<file path="config.mk">
export PLATFORM = sky130hd
export DESIGN_NAME = i2c_master_engine_flat
export DESIGN_NICKNAME = d
export VERILOG_FILES = /design/src/rtl/i2c_master_engine_pkg.sv /design/src/rtl/i2c_master_engine_if.sv /design/src/rtl/i2c_master_engine_quarter_timer.sv /design/src/rtl/i2c_master_engine.sv /design/src/flat_wrapper.sv
export SDC_FILE = /design/constraint.sdc
export NUM_CORES = 1
export LEC_CHECK = 0
export BUFFER_PORTS_ARGS = -buffer_cell sky130_fd_sc_hd__buf_2
export CAP_MARGIN = 10
export CORE_ASPECT_RATIO = 0.75
export CORE_UTILIZATION = 59
export CTS_CLUSTER_DIAMETER = 40
export DETAILED_ROUTE_END_ITERATION = 8
export MAX_ROUTING_LAYER = met4
export PLACE_DENSITY = 0.84
export SYNTH_ARGS = -nofsm -noshare
export SYNTH_HDL_FRONTEND = slang
export SYNTH_SLANG_ARGS = --single-unit
</file>
<file path="constraint.sdc">
create_clock -name clk -period 5 [get_ports clk]
set_input_delay 1 -clock clk [delete_from_list [all_inputs] [get_ports clk]]
set_output_delay 1 -clock clk [all_outputs]
set_load 0.05 [all_outputs]
</file>
<file path="src/rtl/i2c_master_engine_pkg.sv">
// i2c_master_engine_pkg: command codes, FSM state encoding and quarter indices for the I2C master engine
package i2c_master_engine_pkg;
    localparam logic [1:0] CMD_START = 2'd0;
    localparam logic [1:0] CMD_STOP  = 2'd1;
    localparam logic [1:0] CMD_WRITE = 2'd2;
    localparam logic [1:0] CMD_READ  = 2'd3;

    localparam logic [1:0] Q0 = 2'd0;
    localparam logic [1:0] Q1 = 2'd1;
    localparam logic [1:0] Q2 = 2'd2;
    localparam logic [1:0] Q3 = 2'd3;

    typedef enum logic [2:0] {
        S_IDLE,
        S_START,
        S_STOP,
        S_WRITE,
        S_READ,
        S_ACK_OUT,
        S_ACK_IN,
        S_DONE
    } state_t;

    function automatic state_t cmd_state(input logic [1:0] c);
        return c == CMD_START ? S_START : c == CMD_STOP ? S_STOP : c == CMD_WRITE ? S_WRITE : S_READ;
    endfunction
endpackage

</file>
<file path="src/rtl/i2c_master_engine_if.sv">
// i2c_master_engine_if: command handshake, result and open-drain pin signals of the I2C master engine
interface i2c_master_engine_if #(
    parameter int DATA_W = 8
);
    logic              cmd_valid;
    logic              cmd_ready;
    logic [1:0]        cmd;
    logic              cmd_nack;
    logic [DATA_W-1:0] tx_data;
    logic [DATA_W-1:0] rx_data;
    logic              ack_rx;
    logic              done;
    logic              busy;
    logic              sda_in;
    logic              scl_in;
    logic              sda_oe;
    logic              scl_oe;

    modport master (
        output cmd_valid, cmd, cmd_nack, tx_data, sda_in, scl_in,
        input  cmd_ready, rx_data, ack_rx, done, busy, sda_oe, scl_oe
    );

    modport slave (
        input  cmd_valid, cmd, cmd_nack, tx_data, sda_in, scl_in,
        output cmd_ready, rx_data, ack_rx, done, busy, sda_oe, scl_oe
    );
endinterface

</file>
<file path="src/rtl/i2c_master_engine_quarter_timer.sv">
// i2c_quarter_timer: CLK_DIV-cycle quarter counter with quarter index; hold freezes timing while the slave stretches SCL
module i2c_quarter_timer
    import i2c_master_engine_pkg::*;
#(
    parameter int CLK_DIV = 32
) (
    input  logic       clk,
    input  logic       rst,
    input  logic       en,
    input  logic       hold,
    output logic       tick,
    output logic [1:0] q
);
    localparam int CW = $clog2(CLK_DIV);

    logic [CW-1:0] cnt;

    assign tick = en & ~hold & (cnt == CW'(CLK_DIV - 1));

    always_ff @(posedge clk) begin
        if (rst || !en) begin
            cnt <= '0;
            q   <= Q0;
        end else if (!hold) begin
            cnt <= tick ? '0 : cnt + 1'b1;
            q   <= tick ? q + 2'd1 : q;
        end
    end
endmodule

</file>
<file path="src/rtl/i2c_master_engine.sv">
// i2c_master_engine: byte-level I2C master (START/STOP/WRITE/READ, ACK/NACK, open-drain drive).
// Define I2C_CLK_STRETCH_EN to freeze quarter timing while a slave holds SCL low.
module i2c_master_engine
    import i2c_master_engine_pkg::*;
#(
    parameter int CLK_DIV = 32,
    parameter int DATA_W  = 8
) (
    input logic clk,
    input logic rst,
    i2c_master_engine_if.slave b
);
`ifdef I2C_CLK_STRETCH_EN
    localparam bit STRETCH = 1'b1;
`else
    localparam bit STRETCH = 1'b0;
`endif

    state_t            state, nxt;
    logic [1:0]        q;
    logic              tick, hold, active, slot, accept, slot_end, sample;
    logic [DATA_W-1:0] sh, rx;
    logic [2:0]        bitcnt;
    logic              ack_r, nack_r, sda_hold, scl_hold, sda_c, scl_c;

    i2c_quarter_timer #(.CLK_DIV(CLK_DIV)) u_timer (
        .clk (clk),
        .rst (rst),
        .en  (active),
        .hold(hold),
        .tick(tick),
        .q   (q)
    );

    assign active   = state != S_IDLE && state != S_DONE;
    assign slot     = state inside {S_WRITE, S_READ, S_ACK_OUT, S_ACK_IN};
    assign accept   = b.cmd_valid & b.cmd_ready;
    assign slot_end = tick & (q == Q3);
    assign sample   = tick & (q == Q1);
    assign hold     = STRETCH & ~scl_c & ~b.scl_in;

    // Outside a command the lines keep whatever the last command left on the bus.
    assign sda_c = state == S_START ? q[1] :
                   state == S_STOP ? ~q[1] :
                   state == S_WRITE ? ~sh[DATA_W-1] :
                   state == S_ACK_OUT ? ~nack_r :
                   slot ? 1'b0 : sda_hold;
    assign scl_c = state == S_START ? (q == Q0 ? scl_hold : q == Q3) :
                   state == S_STOP ? (q == Q0 & scl_hold) :
                   slot ? (q == Q0 || q == Q3) : scl_hold;

    assign b.sda_oe    = sda_c;
    assign b.scl_oe    = scl_c;
    assign b.cmd_ready = ~active & ~rst;
    assign b.busy      = active;
    assign b.done      = state == S_DONE;
    assign b.rx_data   = rx;
    assign b.ack_rx    = ack_r;

    always_comb begin
        nxt = state;
        case (state)
            S_IDLE, S_DONE:    nxt = accept ? cmd_state(b.cmd) : S_IDLE;
            S_START, S_STOP:   nxt = slot_end ? S_DONE : state;
            S_WRITE:           nxt = slot_end && bitcnt == 3'(DATA_W - 1) ? S_ACK_IN : state;
            S_READ:            nxt = slot_end && bitcnt == 3'(DATA_W - 1) ? S_ACK_OUT : state;
            S_ACK_OUT, S_ACK_IN: nxt = slot_end ? S_DONE : state;
            default:           nxt = S_IDLE;
        endcase
    end

    always_ff @(posedge clk) begin
        if (rst) begin
            state    <= S_IDLE;
            sh       <= '0;
            rx       <= '0;
            bitcnt   <= '0;
            ack_r    <= 1'b0;
            nack_r   <= 1'b0;
            sda_hold <= 1'b0;
            scl_hold <= 1'b0;
        end else begin
            state    <= nxt;
            sda_hold <= sda_c;
            scl_hold <= scl_c;
            if (accept) begin
                sh     <= b.tx_data;
                nack_r <= b.cmd_nack;
                bitcnt <= '0;
            end
            if (sample && state == S_READ) rx <= {rx[DATA_W-2:0], b.sda_in};
            if (sample && state == S_ACK_IN) ack_r <= ~b.sda_in;
            if (slot_end && (state == S_WRITE || state == S_READ)) bitcnt <= bitcnt + 3'd1;
            if (slot_end && state == S_WRITE) sh <= {sh[DATA_W-2:0], 1'b0};
        end
    end
endmodule

</file>
<file path="src/flat_wrapper.sv">
// flat-port wrapper written by rule: the top's interface ports become plain ports
module i2c_master_engine_flat import i2c_master_engine_pkg::*;
#(
    parameter int CLK_DIV = 32,
    parameter int DATA_W  = 8
)
  (clk, rst, b_cmd_valid, b_cmd, b_cmd_nack, b_tx_data, b_sda_in, b_scl_in, b_cmd_ready, b_rx_data, b_ack_rx, b_done, b_busy, b_sda_oe, b_scl_oe);
  i2c_master_engine_if #(.DATA_W(DATA_W)) b_i ();
  input logic clk;
  input logic rst;
  input wire logic [$bits(b_i.cmd_valid)-1:0] b_cmd_valid;
  input wire logic [$bits(b_i.cmd)-1:0] b_cmd;
  input wire logic [$bits(b_i.cmd_nack)-1:0] b_cmd_nack;
  input wire logic [$bits(b_i.tx_data)-1:0] b_tx_data;
  input wire logic [$bits(b_i.sda_in)-1:0] b_sda_in;
  input wire logic [$bits(b_i.scl_in)-1:0] b_scl_in;
  output wire logic [$bits(b_i.cmd_ready)-1:0] b_cmd_ready;
  output wire logic [$bits(b_i.rx_data)-1:0] b_rx_data;
  output wire logic [$bits(b_i.ack_rx)-1:0] b_ack_rx;
  output wire logic [$bits(b_i.done)-1:0] b_done;
  output wire logic [$bits(b_i.busy)-1:0] b_busy;
  output wire logic [$bits(b_i.sda_oe)-1:0] b_sda_oe;
  output wire logic [$bits(b_i.scl_oe)-1:0] b_scl_oe;
  assign b_i.cmd_valid = b_cmd_valid;
  assign b_i.cmd = b_cmd;
  assign b_i.cmd_nack = b_cmd_nack;
  assign b_i.tx_data = b_tx_data;
  assign b_i.sda_in = b_sda_in;
  assign b_i.scl_in = b_scl_in;
  assign b_cmd_ready = b_i.cmd_ready;
  assign b_rx_data = b_i.rx_data;
  assign b_ack_rx = b_i.ack_rx;
  assign b_done = b_i.done;
  assign b_busy = b_i.busy;
  assign b_sda_oe = b_i.sda_oe;
  assign b_scl_oe = b_i.scl_oe;
  i2c_master_engine #(.CLK_DIV(CLK_DIV), .DATA_W(DATA_W)) u_core (.clk(clk), .rst(rst), .b(b_i));
endmodule
</file>
==> impl_metrics.yaml, run 1 <==
sta:
  worst_slack_ns: 1.89
  setup_tns_ns: 0
  worst_pin_slew_ns: 0.850
  slew_viol_final: 0
  timing.fmax_ghz: 0.321
  timing.hold.ws_ns: 0.474
  hold_viol_final: 0
  finalCriticalPeriod_ns: 3.11
  max-slew-margin-rel_pct: 42.9
  fin_skew_ns: 0.00782
  setup_viol: 0
  fin_crit_sh_pct: 62.2
  rsz0062_at_grt: "false"
setup_path:
  crit_path_start_kind: "flip-flop"
  path_buf_inv: 2
  worstPathCellList: "nand3_1 > nand2_1 > inv_1 > nor2_1 > buf_2"
  path_class: "reg2out"
  crit_path_end_kind: "output port"
  critPathTopFamily: "flip-flops"
  worstPathRequired_ns: 4.00
  crit_slowest_cell: "dfxtp_1"
  max_stage_delay_ns: 0.78
  worstPathMaxFanout: 22
  crit_arrival_ns: 2.11
cts:
  worstSkewPairLatency_ns: 0.29
  cts_hold_buf: 0
  htreeDepth: 2
  clk_path_buf_depth: 2
  clk_pin_slew_worst_paths_ns: 0.07
  cts_buffers: 5
  cts_tree: "built"
  cts.sinks: 33
  post_cts_resized: 0
  clock-root-buffer: "clkbuf_8"
  post_cts_buffers: 0
yosys:
  netlist_instances: 195
  ys.flop_type: "dfxtp_1"
  synth-edff-count: 0
  synth-seq-cells: 33
  ys_warn_count: 0
  syn-cell-area_um2: 1660
  async_flop_share_pct: 0
  syn-num-nets: 221
  synthDistinctLibCells: 39
  avgSynthCellArea_um2: 8.50
  seq_area_frac_synth_pct: 39.9
global_route:
  globalRouteOverflowTotal: 0
  grt_pass1_wl_mm: 5.24
  grt_max_degree: 36
  antenna_found_initial: 0
  grt.met2_usage_pct: 34.6
  grt_util_met1_pct: 30.5
  grt_util_met3_pct: 10.0
  busiest_layer: "met2"
  grt_usage_pct: 24.5
  grt_pass1_vias: 1186
placed_design:
  placed_cell_area_um2: 1780
  numPortBuffers: 28
  place_hpwl_mm: 2.39
  place.gp.congestion: 0.847
  dp_slack_ns: 2.20
power:
  p_leak_nw: 0.787
  vdd_drop_max_uv: 314
  p_per_area_nw_per_um2: 428
cells_and_area:
  drive_gt1_share_pct: 18.3
  finalCoreUtilization_pct: 70.5
  regArea_um2: 661
  mostFrequentLayoutCell: "dfxtp_1"
  stdcell_area_um2: 1860
  final_cell_mix: "dfxtp_1 (33), buf_2 (28), nand2_1 (27), nor2_1 (21), a21oi_1 (11)"
  fillCellCount: 207
  nets: 243
  antenna_cells: 0
  multi_input_area_um2: 901
  syn_to_final_growth_pct: 12.5
drt:
  drt-initial-drc-count: 93
  drcViolationCount: 0
  dr.pass1.iters: 4
  vias: 1460
  vias_per_cell: 5.75
  ant_nets: 0
  wl_per_cell_um: 13.4
  wl_mm: 3.42
floorplan:
  core_um2: 2640
  initial_core_util_pct: 62.7
  die_w_um: 63.2
  rows: 16
  pin_count: 30
  die-height_um: 47.9
  die_area_um2: 3030
min_path:
  hp-class: "reg2reg"
outcome:
  status: "finished clean"
job:
  cap_viol_max_count: 0
metal layers:
| metal | wire [µm] | vias up |
|---|---|---|
| met4 | 83 | 0 |
| met2 | 1510 | 54 |
| met1 | 1590 | 666 |
| met3 | 238 | 11 |
| met5 | 0 | - |
| li1 | - | 729 |
worst paths after layout:
check                                           start               endpoint  slack [ns]  cells after the start
worst max-delay path                  u_core.state[1]            b_cmd_ready        1.89                      5
worst min-delay path            u_core.u_timer.cnt[0]  u_core.u_timer.cnt[0]        0.47                      1
worst max register to register  u_core.u_timer.cnt[0]    u_core.b.rx_data[7]        2.47                      7
worst min register to register  u_core.u_timer.cnt[0]  u_core.u_timer.cnt[0]        0.47                      1
where the power goes:
group,total (mW),switching (mW),internal [mW],leakage (nW)
combinational,0.261,0.175,0.0865,0.476
sequential,0.340,0.0484,0.291,0.268
clock,0.197,0.101,0.0959,0.0439
state kept, by name (all words and copies together), names as in the netlist:
| name | flops |
|---|---|
| u_core.state | 3 |
| u_core.sh | 8 |
| u_core.nack_r | 1 |
| u_core.scl_hold | 1 |
| u_core.u_timer.q | 2 |
| u_core.b.ack_rx | 1 |
| u_core.bitcnt | 3 |
| u_core.sda_hold | 1 |
| u_core.b.rx_data | 8 |
| u_core.u_timer.cnt | 5 |
worst reg2reg max path, delay by kind of cell (launching register included):
family        cells  cell delay (ns)
simple gates      4             1.24
fa+ha+maj         2             0.51
flops             1             0.36
mux               1             0.28
metrics by stage:
stage          std cells  total power, mW
2_1_floorplan        195            0.551
3_3_place_gp         246            0.590
3_5_place_dp         246            0.603
4_1_cts              254            0.797
5_1_grt              254            0.845
6_report             254            0.798
cell usage after synthesis (all sizes together), types with 2 or more instances:
library cell / instances / share of area (%)
a221oi: 3 / 1.6
dfxtp: 33 / 40
nor2b: 2 / 0.76
nor3: 6 / 1.8
ha: 10 / 7.6
xnor2: 2 / 1.1
clkbuf: 4 / 0.91
o211ai: 2 / 0.91
and2: 3 / 1.1
and3b: 2 / 1.1
nor3b: 3 / 1.4
nand2: 27 / 6.1
a21oi: 11 / 3.3
o21ai: 10 / 3.2
buf: 9 / 3.0
mux2i: 9 / 5.4
a311oi: 8 / 4.2
or3: 2 / 1.1
nand3: 4 / 1.2
nor2: 21 / 4.8
inv: 8 / 1.8
nor4: 3 / 1.1
logic make-up (layout without fill, tap and decap cells):
logic type | count (synthesis) | after routing | share of synthesized area, %
AND/OR/NAND/NOR | 79 | 79 | 23.1
AO/OA/AOI/OAI | 40 | 40 | 16.7
flip-flops | 33 | 33 | 39.9
buffers and inverters | 21 | 44 | 5.74
adder cells (fa/ha/maj) | 10 | 10 | 7.55
multiplexers | 9 | 9 | 5.44
XOR/XNOR | 3 | 3 | 1.59
final cells by class:
| class | instances | area share [%] |
|---|---|---|
| timing repair buffer | 28 | 7.52 |
| multi-input combinational | 141 | 48.4 |
| tap | 36 | 2.42 |
| sequential | 33 | 35.5 |
| inverter | 8 | 1.61 |
| clock inverter | 3 | 0.940 |
| clock buffer | 5 | 3.69 |
(Power assumes the default switching activity.)
==> run 2: changes to the inputs <==
--- a/config.mk
+++ b/config.mk
@@ -8,11 +8,11 @@
 export BUFFER_PORTS_ARGS = -buffer_cell sky130_fd_sc_hd__buf_2
 export CAP_MARGIN = 10
 export CORE_ASPECT_RATIO = 0.75
-export CORE_UTILIZATION = 59
+export CORE_UTILIZATION = 49
 export CTS_CLUSTER_DIAMETER = 40
 export DETAILED_ROUTE_END_ITERATION = 8
 export MAX_ROUTING_LAYER = met4
-export PLACE_DENSITY = 0.84
+export PLACE_DENSITY = 0.74
 export SYNTH_ARGS = -nofsm -noshare
 export SYNTH_HDL_FRONTEND = slang
 export SYNTH_SLANG_ARGS = --single-unit
==> constraint.sdc (replaced) <==
create_clock -name clk -period 2.8 [get_ports clk]
set_input_delay 0.56 -clock clk [delete_from_list [all_inputs] [get_ports clk]]
set_output_delay 0.56 -clock clk [all_outputs]
set_load 0.05 [all_outputs]
==> impl_metrics.yaml, run 2 (synthesized netlist as in run 1, its figures left out) <==
sta:
  timing.fmax_ghz: 0.388
  setup_tns_ns: 0
  slew_viol_final: 0
  finalCriticalPeriod_ns: 2.58
  fin_skew_ns: 0.00205
  setup_viol: 0
  worst_pin_slew_ns: 0.886
  fin_crit_sh_pct: 92.0
  rsz0062_at_grt: "false"
  hold_viol_final: 0
  max-slew-margin-rel_pct: 40.6
floorplan:
  die-height_um: 52.4
  pin_count: 30
  core_um2: 3080
  initial_core_util_pct: 53.7
  die_area_um2: 3620
  rows: 17
  die_w_um: 69.1
cts:
  clock-root-buffer: "clkbuf_8"
  cts.sinks: 33
  cts_tree: "built"
  cts_hold_buf: 0
  htreeDepth: 2
  post_cts_resized: 0
  cts_buffers: 5
  post_cts_buffers: 0
  clk_path_buf_depth: 2
  worstSkewPairLatency_ns: 0.27
  clk_pin_slew_worst_paths_ns: 0.06
drt:
  wl_per_cell_um: 13.2
  vias: 1459
  drcViolationCount: 0
  ant_nets: 0
  wl_mm: 3.38
  drt-initial-drc-count: 67
  dr.pass1.iters: 4
  vias_per_cell: 5.68
cells_and_area:
  multi_input_area_um2: 901
  fillCellCount: 277
  final_cell_mix: "dfxtp_1 (33), buf_2 (28), nand2_1 (27), nor2_1 (21), a21oi_1 (11)"
  stdcell_area_um2: 1880
  antenna_cells: 0
  mostFrequentLayoutCell: "dfxtp_1"
  drive_gt1_share_pct: 18.7
  finalCoreUtilization_pct: 60.8
  syn_to_final_growth_pct: 13.2
  nets: 246
  regArea_um2: 661
power:
  p_seq_share_pct: 42.8
  clkPwrFrac_pct: 22.5
  p_per_area_nw_per_um2: 754
  p_leak_nw: 0.798
  power.switching_uw: 562
  intPower_uw: 852
  p_comb_share_pct: 34.7
  swShare_pct: 39.8
  vdd_drop_max_uv: 365
placed_design:
  place.gp.congestion: 0.741
  numPortBuffers: 28
  placed_cell_area_um2: 1800
  place_hpwl_mm: 2.46
setup_path:
  crit_slowest_cell: "dfxtp_1"
  max_stage_delay_ns: 0.74
  path_buf_inv: 1
  worstPathRequired_ns: 2.24
  worstPathCellList: "or3_1 > a21oi_1 > o31a_1 > a21oi_1 > buf_2"
  crit_top_cell: "a21oi_1"
  crit_arrival_ns: 2.02
  worstPathMaxFanout: 22
  critPathTopFamily: "flip-flops"
  crit_path_start_kind: "flip-flop"
  crit_path_end_kind: "output port"
  path_class: "reg2out"
global_route:
  grt_max_degree: 23
  grt_pass1_wl_mm: 5.41
  grt_usage_pct: 19.3
  grt_pass1_vias: 1234
  globalRouteOverflowTotal: 0
  antenna_found_initial: 0
min_path:
  hp-class: "reg2reg"
outcome:
  status: "finished clean"
job:
  cap_viol_max_count: 0
## run 2: power by group through the flow
stage          sequential (mW)  combinational (mW)  clock [mW]
6_report                 0.606               0.490       0.318
5_1_grt                  0.617               0.531       0.341
4_1_cts                  0.605               0.491       0.324
3_5_place_dp             0.614               0.488           0
3_3_place_gp             0.608               0.473           0
2_1_floorplan            0.559               0.425           0
## run 2: worst paths after layout
kind                         start                     to  slack, ns  cells past startpoint
max                u_core.state[1]               b_scl_oe       0.22                      5
max reg2reg  u_core.u_timer.cnt[0]           u_core.sh[5]       0.56                      6
min reg2reg  u_core.u_timer.cnt[0]  u_core.u_timer.cnt[0]       0.47                      1
min          u_core.u_timer.cnt[0]  u_core.u_timer.cnt[0]       0.47                      1
## run 2: layer usage
layer	up-vias	track usage [%]	part of all wire, %
li1	733	-	-
met1	684	24.9	48
met2	42	30.4	47
met3	0	4.81	4.6
met4	0	5.44	0
met5	-	-	0
## run 2: per-stage QoR
step                      worst slack, ns  instances  total power [mW]  hold WS (ns)
after floorplan                     0.358        195             0.984         0.432
after global placement              0.635        251              1.08         0.444
after detailed placement            0.565        251              1.10         0.463
after CTS                           0.250        257              1.42         0.476
after global routing                0.140        257              1.49         0.485
final                               0.223        257              1.41         0.472
## run 2: area by class of cell
type,count,share of cell area (%)
clock inverters,1,0.267
clock buffers,5,3.67
multi-input cells,141,48.0
flip-flops and latches,33,35.2
inverters,8,1.60
well taps,38,2.54
repair buffers,31,8.67
## run 2: worst register-to-register path: stages (launching register included)
cell and delay (ns):
dfxtp_1 0.36, ha_1 0.20, and3_1 0.16, ha_1 0.34, and2_1 0.39, nand2_1 0.35
a311oi_1 0.34
==> run 3: changes to the inputs <==
--- a/config.mk
+++ b/config.mk
@@ -8,11 +8,12 @@
 export BUFFER_PORTS_ARGS = -buffer_cell sky130_fd_sc_hd__buf_2
 export CAP_MARGIN = 10
 export CORE_ASPECT_RATIO = 0.75
-export CORE_UTILIZATION = 49
+export CORE_UTILIZATION = 51
+export CTS_BUF_LIST = sky130_fd_sc_hd__clkbuf_4
 export CTS_CLUSTER_DIAMETER = 40
 export DETAILED_ROUTE_END_ITERATION = 8
 export MAX_ROUTING_LAYER = met4
-export PLACE_DENSITY = 0.74
+export PLACE_DENSITY = 0.77
 export SYNTH_ARGS = -nofsm -noshare
 export SYNTH_HDL_FRONTEND = slang
 export SYNTH_SLANG_ARGS = --single-unit
==> impl_metrics.yaml, run 3 (synthesized netlist as in run 1, its figures left out) <==
setup_path:
  worstPathRequired_ns: 2.24
  max_stage_delay_ns: 0.38
  crit_arrival_ns: 1.96
  worstPathMaxFanout: 4
  path_class: "reg2out"
  worstPathCellList: "inv_1 > ha_1 > nand2_1 > a21oi_1 > o31a_1 > a21oi_1 > buf_2"
  crit_top_cell: "a21oi_1"
  crit_slowest_cell: "dfxtp_1"
  crit_path_end_kind: "output port"
  path_buf_inv: 2
  critPathTopFamily: "compound AO/OA/AOI/OAI gates"
  crit_path_start_kind: "flip-flop"
placed_design:
  numPortBuffers: 28
  place.gp.congestion: 0.764
  place_hpwl_mm: 2.26
  dp_cells: 251
  placed_cell_area_um2: 1800
  dp_slack_ns: 0.535
sta:
  worst_pin_slew_ns: 0.467
  max-slew-margin-rel_pct: 68.8
  hold_viol_final: 0
  setup_viol: 0
  finalCriticalPeriod_ns: 2.52
  rsz0062_at_grt: "false"
  timing.hold.ws_ns: 0.409
  setup_tns_ns: 0
  fin_crit_sh_pct: 90.1
  slew_viol_final: 0
  timing.fmax_ghz: 0.396
  fin_skew_ns: 0.00877
  worst_slack_ns: 0.277
drt:
  wl_mm: 3.15
  dr.pass1.iters: 4
  ant_nets: 0
  drcViolationCount: 0
  wl_per_cell_um: 12.2
  vias_per_cell: 5.40
  drt-initial-drc-count: 145
  vias: 1393
cells_and_area:
  final_cell_mix: "dfxtp_1 (32), buf_2 (28), nand2_1 (27), nor2_1 (21), a21oi_1 (11)"
  regArea_um2: 662
  antenna_cells: 0
  fin_cells: 258
  fillCellCount: 276
  mostFrequentLayoutCell: "dfxtp_1"
  nets: 246
  syn_to_final_growth_pct: 13.2
  stdcell_area_um2: 1880
  multi_input_area_um2: 901
  drive_gt1_share_pct: 19.5
power:
  p_per_area_nw_per_um2: 752
  vdd_drop_max_uv: 445
  p_leak_nw: 0.799
cts:
  worstSkewPairLatency_ns: 0.34
  htreeDepth: 2
  post_cts_resized: 0
  cts_buffers: 5
  cts.sinks: 33
  cts_hold_buf: 0
  clk_path_buf_depth: 2
  clk_pin_slew_worst_paths_ns: 0.10
  cts_tree: "built"
  clock-root-buffer: "clkbuf_4"
  post_cts_buffers: 0
floorplan:
  rows: 17
  die-height_um: 51.4
  initial_core_util_pct: 54.8
  die_w_um: 67.8
  pin_count: 30
  die_area_um2: 3480
  core_um2: 3020
job:
  cap_viol_max_count: 0
global_route:
  grt_usage_pct: 22.0
  grt_max_degree: 23
  globalRouteOverflowTotal: 0
  grt_pass1_wl_mm: 5.51
  antenna_found_initial: 0
  grt_pass1_vias: 1242
min_path:
  hp-class: "in2reg"
outcome:
  status: "finished clean"
[run 3: cell types whose count changed in the layout (fill, tap and decap cells not counted)]
cell,change
bufinv_16,+1
clkbuf_4,+5
clkbuf_8,-5
dfxtp_1,-1
dfxtp_2,+1
[run 3: routing by layer]
metal	track usage [%]	share of wire, %	up-vias
met4	9.72	1.9	0
met2	30.2	43	29
met3	5.58	4.5	7
li1	-	-	730
met5	-	0	-
met1	30.2	51	627
[run 3: worst reg2reg max path: cells and delay by family (launching register included)]
family,cells,cell delay [ns]
simple gates,3,0.90
compound gates,1,0.32
flops,1,0.36
fa+ha+maj,2,0.53
[run 3: worst paths after layout]
path | from | end | slack, ns | depth (start not counted)
worst max register to register | u_core.u_timer.cnt[0] | u_core.sh[1] | 0.61 | 6
worst max-delay path | u_core.u_timer.q[1] | b_scl_oe | 0.28 | 7
worst min-delay path | b_cmd_nack | u_core.nack_r | 0.41 | 3
worst min register to register | u_core.u_timer.cnt[0] | u_core.u_timer.cnt[0] | 0.46 | 1
[run 3: area by class of cell]
cell class,instances,share of cell area [%]
clock inverter,2,1.87
tap,38,2.54
timing repair buffer,31,8.67
clock buffer,5,2.00
sequential,33,35.3
multi-input combinational,141,48.0
inverter,8,1.60
[run 3: per-stage QoR]
stage | total power [mW] | utilization [%]
finish | 1.41 | 62.1
global placement | 1.08 | 59.7
CTS | 1.42 | 62.1
global route | 1.51 | 62.1
detailed placement | 1.08 | 59.7
floorplan | 0.984 | -
[run 3: power breakdown]
part,total [mW],internal [mW],switching [mW]
sequential,0.601,0.521,0.0803
combinational,0.470,0.158,0.312
clock,0.339,0.182,0.157
total,1.41,0.861,0.549
